### config.mk
export PLATFORM = sky130hd
export DESIGN_NAME = restoring_div_controller
export DESIGN_NICKNAME = d
export VERILOG_FILES = /design/src/rtl/restoring_div_controller.sv
export SDC_FILE = /design/constraint.sdc
export NUM_CORES = 1
export LEC_CHECK = 0
export CORE_AREA = 3 3 40 42
export DETAILED_ROUTE_END_ITERATION = 7
export DIE_AREA = 0 0 43 45
export MAX_ROUTING_LAYER = met4
export PLACE_DENSITY = 0.62
export SYNTH_ARGS = -nofsm -noshare
export SYNTH_HDL_FRONTEND = slang
export SYNTH_SLANG_ARGS = --single-unit
export TNS_END_PERCENT = 50
### constraint.sdc
create_clock -name clk -period 1.9 [get_ports clk]
set_input_delay 0.285 -clock clk [delete_from_list [all_inputs] [get_ports clk]]
set_output_delay 0.285 -clock clk [all_outputs]
set_load 0.02 [all_outputs]
### src/rtl/restoring_div_controller.sv
// restoring_div_controller: sequencing FSM for a shift/subtract restoring divider.
// Ports:
//   clk, rst (async, active-low)
//   start            level handshake (high, then low) accepted from IDLE/ARM
//   borrow, m_zero   datapath flags (R < M, M == 0)
//   r_reset, q_load, m_load, rq_shift, r_load, q_set   datapath strobes
//   busy, done, div_zero                               status
module restoring_div_controller #(
    parameter int WIDTH = 8
) (
    input  logic clk,
    input  logic rst,
    input  logic start,
    input  logic borrow,
    input  logic m_zero,
    output logic r_reset,
    output logic q_load,
    output logic m_load,
    output logic rq_shift,
    output logic r_load,
    output logic q_set,
    output logic busy,
    output logic done,
    output logic div_zero
);
    localparam int CW = ($clog2(WIDTH) < 1) ? 1 : $clog2(WIDTH);
    localparam logic [CW-1:0] LAST = CW'(WIDTH - 1);

    typedef enum logic [2:0] {IDLE, ARM, LOAD, ZCHK, SHIFT, TEST} state_t;

    state_t        state_q, state_d;
    logic [CW-1:0] cnt_q, cnt_d;
    logic          div_zero_q, div_zero_d;

    always_ff @(posedge clk or negedge rst) begin
        if (!rst) begin
            state_q    <= IDLE;
            cnt_q      <= '0;
            div_zero_q <= 1'b0;
        end else begin
            state_q    <= state_d;
            cnt_q      <= cnt_d;
            div_zero_q <= div_zero_d;
        end
    end

    always_comb begin
        state_d    = state_q;
        cnt_d      = cnt_q;
        div_zero_d = div_zero_q;
        r_reset    = 1'b0;
        q_load     = 1'b0;
        m_load     = 1'b0;
        rq_shift   = 1'b0;
        r_load     = 1'b0;
        q_set      = 1'b0;
        case (state_q)
            IDLE:  state_d = start ? ARM : IDLE;
            ARM:   state_d = start ? ARM : LOAD;
            LOAD: begin
                r_reset    = 1'b1;
                q_load     = 1'b1;
                m_load     = 1'b1;
                cnt_d      = '0;
                div_zero_d = 1'b0;
                state_d    = ZCHK;
            end
            ZCHK: begin
                div_zero_d = m_zero;
                state_d    = m_zero ? IDLE : SHIFT;
            end
            SHIFT: begin
                rq_shift = 1'b1;
                state_d  = TEST;
            end
            TEST: begin
                // restore is implicit: R is only overwritten when the subtract did not borrow
                r_load  = !borrow;
                q_set   = !borrow;
                // saturate on the last iteration so the counter never wraps
                cnt_d   = (cnt_q == LAST) ? cnt_q : cnt_q + 1'b1;
                state_d = (cnt_q == LAST) ? IDLE : SHIFT;
            end
            default: state_d = IDLE;
        endcase
    end

    assign busy     = !(state_q == IDLE || state_q == ARM);
    assign done     = (state_q == IDLE);
    assign div_zero = div_zero_q;
endmodule

After elaboration in Yosys (flattened, before gate mapping). Cells that the tools add are included. Widths: inputs -> output; s select.

Word-level logic and storage cells: 29. Output and inout port bits: 9. Register bits after elaboration: 7.

Muxes and demuxes: 11. Equal/unequal tests: 7. Reduce and logical (&&, ||, !) cells: 7. $add $sub $neg: 1.

Operators with widths (number): $pmux 3 s6 (1); $eq 3x3->1 const B (3); $mux 3 (3); $eq 3x2->1 const B (2); $pmux 3 s2 (1); $mux 1 (4); $reduce_bool 2->1 (2); $add 3x1->3 const B (1); $eq 3x1->1 const B (1); $logic_not 3->1 (1); $logic_not 1->1 (2); $mux 2 (1); $ne 2x2->1 const B (1); $pmux 1 s2 (1); $reduce_and 2->1 (1); $logic_or 1x1->1 (1).

Logic depth before layout (Yosys ltp). Gate-level depths: netlist of the first run.

Depth after elaboration: 3. Mapped depth: 5. Mapped depth without buffers: 5.

Worst setup path before layout of the first run. OpenSTA, ideal clock, no wires.

Kind: flip-flop to output port. Start: register state_q[1]. End: output port r_load. Stages on the path, launching flop included: 4. Path buffers: 2. Arrival time: 1.185 ns. Required time: 1.615 ns. Setup slack: 0.430 ns. Cells stage by stage: dfrtp_1 -> buf_4 -> nor4b_4 -> buf_4.

Word-level cells in the longest chain between the ends: 2.

Ends and longest elaborated chain: start, declared (line 31) `state_t state_q, state_d;`; start signal, assigned (line 41) `state_q <= state_d;`; $eq 3x3->1; $mux 1; end, declared (line 20) `output logic r_load,`.

No other way between the ends.

Worst setup path after layout of the first run.
Start: register state_q[1]. End: output port busy.

Word-level cells in the longest chain between the ends: 3. Elaborated cells on any way between the ends: 4.

Ends and longest elaborated chain: $eq 3x1->1 / $logic_not 3->1 (equally long branches) (line 88) `assign busy = !(state_q == IDLE || state_q == ARM);`; $logic_or 1x1->1 * (line 88); $logic_not 1->1 * (line 88); end, declared (line 22) `output logic busy,`.

Mark *: on every way between the ends. The rest lies on a longest branch, timed or not.

==> results of run 1 <==
-- how the worst max path moves through the flow --
stage | start | end | slack [ps] | cells after the start
after floorplan | state_q[1] | r_load | 430 | 3
after global placement | borrow | q_set | 20 | 3
after detailed placement | borrow | r_load | 8 | 3
after CTS | state_q[1] | busy | 80 | 2
after global routing | state_q[1] | busy | 50 | 2
final | state_q[1] | busy | 100 | 2
-- cells by family (layout without fill, tap and decap cells) --
group / Yosys count / count (layout) / share of synthesized area [%]
buffers and inverters: 7 / 23 / 12.3
AOI/OAI and AO/OA: 12 / 12 / 15.9
DFF: 7 / 7 / 39.0
muxes: 2 / 2 / 4.46
and+or+nand+nor: 14 / 14 / 22.8
adders and majority gates: 2 / 2 / 5.57
-- flip-flops by register name, summed over array words and instances (netlist names) --
name      flops
cnt_q         3
state_q       3
div_zero      1
-- cell type report --
class,count,share of cell area [%]
inverters,1,1.03
flip-flops and latches,7,29.1
well taps,15,3.10
clock buffers,4,4.34
repair buffers,18,26.2
multi-input cells,30,36.2
-- synthesized netlist by cell type (all sizes together) --
cell type	count	share of area [%]
nand3b	1	1.7
o22ai	3	4.2
inv	1	1.4
o31ai	1	2.8
buf	6	11
and3b	1	2.0
nor3	1	1.1
nand4bb	1	2.5
nand2	3	2.5
nor2	2	1.7
nor4b	1	5.3
nor3b	2	3.3
a21oi	4	4.5
or2	1	1.4
dfrtp	7	39
ha	2	5.6
mux2i	2	4.5
nand2b	1	1.4
o21ai	4	4.5
-- what timing repair did --
item	4_1_cts	5_1_grt
endpoints found under the hold margin	0	0
endpoints found under the setup margin	7	0
gates resized for setup	8	0
-- power by group through the flow --
stage	logic (uW)	clock network, uW	registers, uW
6_report	556	135	292
5_1_grt	614	153	305
4_1_cts	561	144	293
3_5_place_dp	593	0	294
3_3_place_gp	590	0	293
2_1_floorplan	416	0	262
-- layer usage --
layer	GRT usage, %	up-vias	share of wire (%)
met3	2.39	2	4.4
met5	-	-	0
met4	9.04	0	1.8
met1	15.0	165	48
met2	15.3	11	45
li1	-	187	-
-- metrics by stage --
step | total power (uW) | area (um2) | instances
6_report | 982 | 606 | 75
5_1_grt | 1070 | 606 | 75
4_1_cts | 998 | 606 | 75
3_5_place_dp | 888 | 587 | 71
3_3_place_gp | 883 | 587 | 71
2_1_floorplan | 679 | 449 | 44
==> PnR_summary.wiki, run 1 <==
{| class="wikitable"
! Metric !! Value
|-
| Initial core utilization || 35.0%
|-
| Most common cell after layout, fill and taps aside || sky130_fd_sc_hd__dlygate4sd2_1
|-
| Number of antenna violations at the first check in global routing || 0
|-
| Critical path buffers and inverters || 1
|-
| Reported leakage power || roughly 0.00028 uW
|-
| Layout Nets || 68
|-
| Required time worst endpoint || roughly 1600 ps
|-
| Max-cap check violation count || 0
|-
| Number of H-tree branching levels || 1
|-
| Vertical die dimension || 45 um
|-
| Max-Slew Margin vs Limit || 77.7%
|-
| Clock latency on the worst-skew pair || 250 ps
|-
| Average routed wire per standard cell || 11.9 um
|-
| Number of hold-repair buffers added at the cts stage || 0
|-
| Chain of cells forming the critical path || or2_1 -> clkdlybuf4s50_1
|-
| Setup TNS || 0 ps
|-
| Clock tree buffer depth || 2
|-
| Commonest non-fill, non-tap cells in the layout || sky130_fd_sc_hd__dlygate4sd2_1, sky130_fd_sc_hd__dfrtp_1, sky130_fd_sc_hd__clkdlybuf4s50_1
|-
| Cell Area, Synth || 449 um2
|-
| Global-route total usage across every layer || 11.5%
|-
| Unrepaired setup endpoints after global routing || false
|-
| Number of setup violations in the final report || 0
|-
| Remaining number of nets flagged by the antenna check after routing || 0
|-
| Origin of the critical flop-to-flop path || cnt_q[0]
|-
| # clock sinks || 7
|-
| First-pass GRT wire length || 1570 um
|-
| IO buf count || 13
|-
| Seq/Total Area, Yosys || 39.0%
|-
| Max-slew violation total from the final report || 0
|-
| Post-Synthesis Net Count || around 50
|-
| Area enclosed by the die boundary || 1940 um2
|-
| Synthesis Warnings || 0
|-
| Utilization after layout || a little under half
|-
| Share of power burned in the clock network || 13.8%
|-
| Final critical-path required period || 1800 ps
|-
| Total I/O pin count || 14
|-
| FF-to-FF setup slack || 490 ps
|-
| Internal power || 561 uW
|-
| Critical Path End Type || output port
|-
| Reg2reg path depth || 5
|-
| Half-perimeter wire length after placement || 677 um
|-
| Area of the multi-input gates || 219 um2
|-
| Vias || 365
|-
| Routed vias/inst || 4.87
|-
| Layout overhead on the synthesized area || 34.8%
|-
| Reg2reg end || cnt_q[2]
|-
| Cell count after synthesis || 44
|-
| Combinational cell fraction of total power || 56.6%
|-
| Final critical-path share of the clock period || 94.8%
|-
| Max IR drop VDD || 0.726 mV
|-
| Switching power share of the total || 42.9%
|-
| Post-CTS repair timing setup buffer count || 0
|-
| Worst Hold Margin || 300 ps
|-
| Via count of the first global-routing pass || 353
|-
| Number of search-and-repair iterations in the first detailed-routing pass || 1
|-
| Net switching power || 422 uW
|-
| Fmax || approximately 550 MHz
|-
| Worst clock skew on the final layout || 2.50 ps
|-
| Worst setup slack after placement || 8.00 ps
|-
| Yosys reg bits || 7
|-
| Number of DRC markers after the initial detailed-route iteration || 0
|-
| Pin count of the biggest net entering global routing || 11
|-
| Number of diodes added for antenna fixing || 0
|-
| CTS Root Cell || sky130_fd_sc_hd__clkbuf_4
|-
| Number of placement rows || 13
|-
| Crit path setup slack, layout || 97.9 ps
|-
| Pin slew with the least headroom to its limit || about 330 ps
|-
| Ratio of cells with drive above 1 in the final layout || between 20% and 30%
|-
| TritonCTS clock tree || yes
|-
| Sequential standard cell area || 176 um2
|-
| Worst path slowest cell || sky130_fd_sc_hd__clkdlybuf4s50_1
|-
| Arrival time of data at the critical path endpoint || between 1500 and 2000 ps
|-
| Outcome || completed
|-
| Placer congestion estimate || 0.787
|-
| Final routed wirelength across all metal layers || 889 um
|-
| Post-CTS clock slew at the launch and capture registers of the worst setup and hold paths || around 50 ps
|-
| Mean cell area of the mapped netlist || ~10 um2
|-
| Final-report hold violation count || 0
|-
| Number of unique standard cell types used by synthesis || 21
|-
| Worst Hold Class || in2async
|-
| Placeable core region || 1280 um2
|-
| Residual DRC || 0
|-
| Total of fill cells in the finished design || 130
|-
| Power per cell area || 1620 nW/um2
|-
| Part of the total power dissipated in sequential elements || between 20% and 30%
|-
| Maximum fanout encountered on the critical timing path || 10
|-
| Maximum cell stage delay along the critical path || 540 ps
|-
| Crit Path Class || reg2out
|-
| Horiz. Die Dim || 43 um
|-
| Nature of the critical path startpoint || flop
|-
| Cell class contributing the biggest share of worst-path delay || buffers and inverters
|-
| Number of clock buffers inserted by TritonCTS || 3
|-
| Aggregate global routing overflow || 0
|}
(Power assumes the default switching activity.)
==> run 2, diff against run 1 <==
--- a/config.mk
+++ b/config.mk
@@ -8,6 +8,7 @@
 export CORE_AREA = 3 3 40 42
 export DETAILED_ROUTE_END_ITERATION = 7
 export DIE_AREA = 0 0 43 45
+export GPL_TIMING_DRIVEN = 0
 export MAX_ROUTING_LAYER = met4
 export PLACE_DENSITY = 0.62
 export SYNTH_ARGS = -nofsm -noshare
==> run 2 against run 1 <==
Against the previous run:
- cell area rose by 1.7%
- sequential power fell by 11%
- clock skew rose by 1.5 ps
- core utilization rose by 0.78 points
- routed wire length rose by 10%
- critical endpoint is now q_set
- total power rose by 0.54%
- largest power group unchanged
- critical path type unchanged
==> PnR_summary.wiki, run 2 (synthesis gave the netlist of run 1 again) <==
{| class="wikitable"
! Metric !! Value
|-
| Maximum fanout encountered on the critical timing path || 10
|-
| Final critical-path required period || approximately 1800 ps
|-
| Worst Hold Margin || 296 ps
|-
| Pin count of the biggest net entering global routing || 11
|-
| Clock latency on the worst-skew pair || 250 ps
|-
| Area of the multi-input gates || 221 um2
|-
| Max IR drop VDD || 0.583 mV
|-
| Number of placement rows || 13
|-
| Max-slew violation total from the final report || 0
|-
| Outcome || completed
|-
| Vertical die dimension || 45 um
|-
| Max-Slew Margin vs Limit || 77.7%
|-
| IO buf count || 13
|-
| Final routed wirelength across all metal layers || 981 um
|-
| Final critical-path share of the clock period || 94.0%
|-
| First-pass GRT wire length || 1640 um
|-
| Reported leakage power || around 0.00029 uW
|-
| Number of setup violations in the final report || 0
|-
| Horiz. Die Dim || 43 um
|-
| Total I/O pin count || 14
|-
| Post-CTS clock slew at the launch and capture registers of the worst setup and hold paths || 60 ps
|-
| Crit path setup slack, layout || 115 ps
|-
| Number of diodes added for antenna fixing || 0
|-
| Required time worst endpoint || 1620 ps
|-
| CTS Root Cell || sky130_fd_sc_hd__clkbuf_4
|-
| Placer congestion estimate || 0.693
|-
| Routed vias/inst || 4.97
|-
| Worst clock skew on the final layout || 3.99 ps
|-
| Aggregate global routing overflow || 0
|-
| Sequential standard cell area || 175 um2
|-
| Pin slew with the least headroom to its limit || 334 ps
|-
| Via count of the first global-routing pass || 378
|-
| Max-cap check violation count || 0
|-
| Power per cell area || 1600 nW/um2
|-
| Half-perimeter wire length after placement || 689 um
|-
| Layout Nets || 69
|-
| Worst setup slack after placement || -99.8 ps
|-
| Remaining number of nets flagged by the antenna check after routing || 0
|-
| Number of clock buffers inserted by TritonCTS || 3
|-
| Number of DRC markers after the initial detailed-route iteration || 10
|-
| Fmax || 560 MHz
|-
| Placeable core region || 1280 um2
|-
| TritonCTS clock tree || yes
|-
| Worst Hold Class || in2async
|-
| Critical Path End Type || output port
|-
| Number of hold-repair buffers added at the cts stage || 0
|-
| Number of search-and-repair iterations in the first detailed-routing pass || 4
|-
| Total of fill cells in the finished design || 140
|-
| Nature of the critical path startpoint || flop
|-
| Ratio of cells with drive above 1 in the final layout || 23.0%
|-
| Arrival time of data at the critical path endpoint || ~1500 ps
|-
| # clock sinks || 7
|-
| Final-report hold violation count || 0
|-
| Residual DRC || 0
|-
| Number of H-tree branching levels || 1
|-
| Clock tree buffer depth || 2
|-
| Global-route total usage across every layer || 11.7%
|-
| Average routed wire per standard cell || between 10 and 15 um
|-
| Area enclosed by the die boundary || a little under 2000 um2
|-
| Vias || approximately 380
|-
| Unrepaired setup endpoints after global routing || false
|-
| Crit Path Class || reg2out
|-
| Number of antenna violations at the first check in global routing || 0
|-
| Layout overhead on the synthesized area || 37.0%
|-
| Initial core utilization || 35.0%
|-
| Commonest non-fill, non-tap cells in the layout || sky130_fd_sc_hd__dfrtp_1, sky130_fd_sc_hd__dlygate4sd2_1, sky130_fd_sc_hd__buf_4
|}
run 2: stage by stage:
stage	std cells	TNS [ps]	cell area [um2]	utilization, %	power (uW)
6_report	76	0	616	47.9	988
3_5_place_dp	72	-122	598	46.5	899
2_1_floorplan	44	0	449	-	679
3_3_place_gp	72	-76.1	598	46.5	891
4_1_cts	76	0	616	47.9	1000
5_1_grt	76	0	616	47.9	1070
run 2: final cells by class:
type,instances,share of cell area (%)
Buffer,6,7.93
Multi-Input combinational cell,30,36.0
Clock buffer,4,4.27
Timing Repair Buffer,13,19.3
Sequential cell,7,28.5
Inverter,1,1.02
Tap cell,15,3.05
run 2: what timing repair did:
| item | 4_1_cts | 5_1_grt |
|---|---|---|
| gates resized for setup | 10 | 0 |
| buffers inserted | 0 | 0 |
| setup endpoints to repair | 8 | 0 |
run 2: layer usage:
| metal | GRT usage (%) | vias to the layer above | share of wire [%] |
|---|---|---|---|
| met2 | 18.3 | 13 | 49 |
| met3 | 1.59 | 2 | 4.0 |
| li1 | - | 191 | - |
| met4 | 9.04 | 0 | 1.4 |
| met1 | 13.5 | 172 | 45 |
| met5 | - | - | 0 |
run 2: worst max-delay path, stage by stage (launching register included):
cell	delay, ps
sky130_fd_sc_hd__dfrtp_1	410
sky130_fd_sc_hd__buf_4	190
sky130_fd_sc_hd__nor4b_4	280
sky130_fd_sc_hd__dlygate4sd2_1	370
run 2: final timing paths:
| check | start | to | slack (ps) | cells after the start |
|---|---|---|---|---|
| hold reg to reg | div_zero | div_zero | 490 | 2 |
| hold / removal | rst | cnt_q[0] | 300 | 1 |
| max in group asynchronous | rst | state_q[1] | 1350 | 1 |
| setup / recovery | state_q[1] | q_set | 110 | 3 |
| setup reg to reg | cnt_q[0] | cnt_q[1] | 490 | 5 |
| min in group clk | div_zero | div_zero | 490 | 2 |
run 2: power breakdown:
part	switching (uW)	leakage (uW)	internal (uW)	total (uW)
registers	50.1	0.0000909	210	260
logic	325	0.000187	265	590
clock network	57.4	0.0000150	80.3	138
total	432	0.000293	555	988
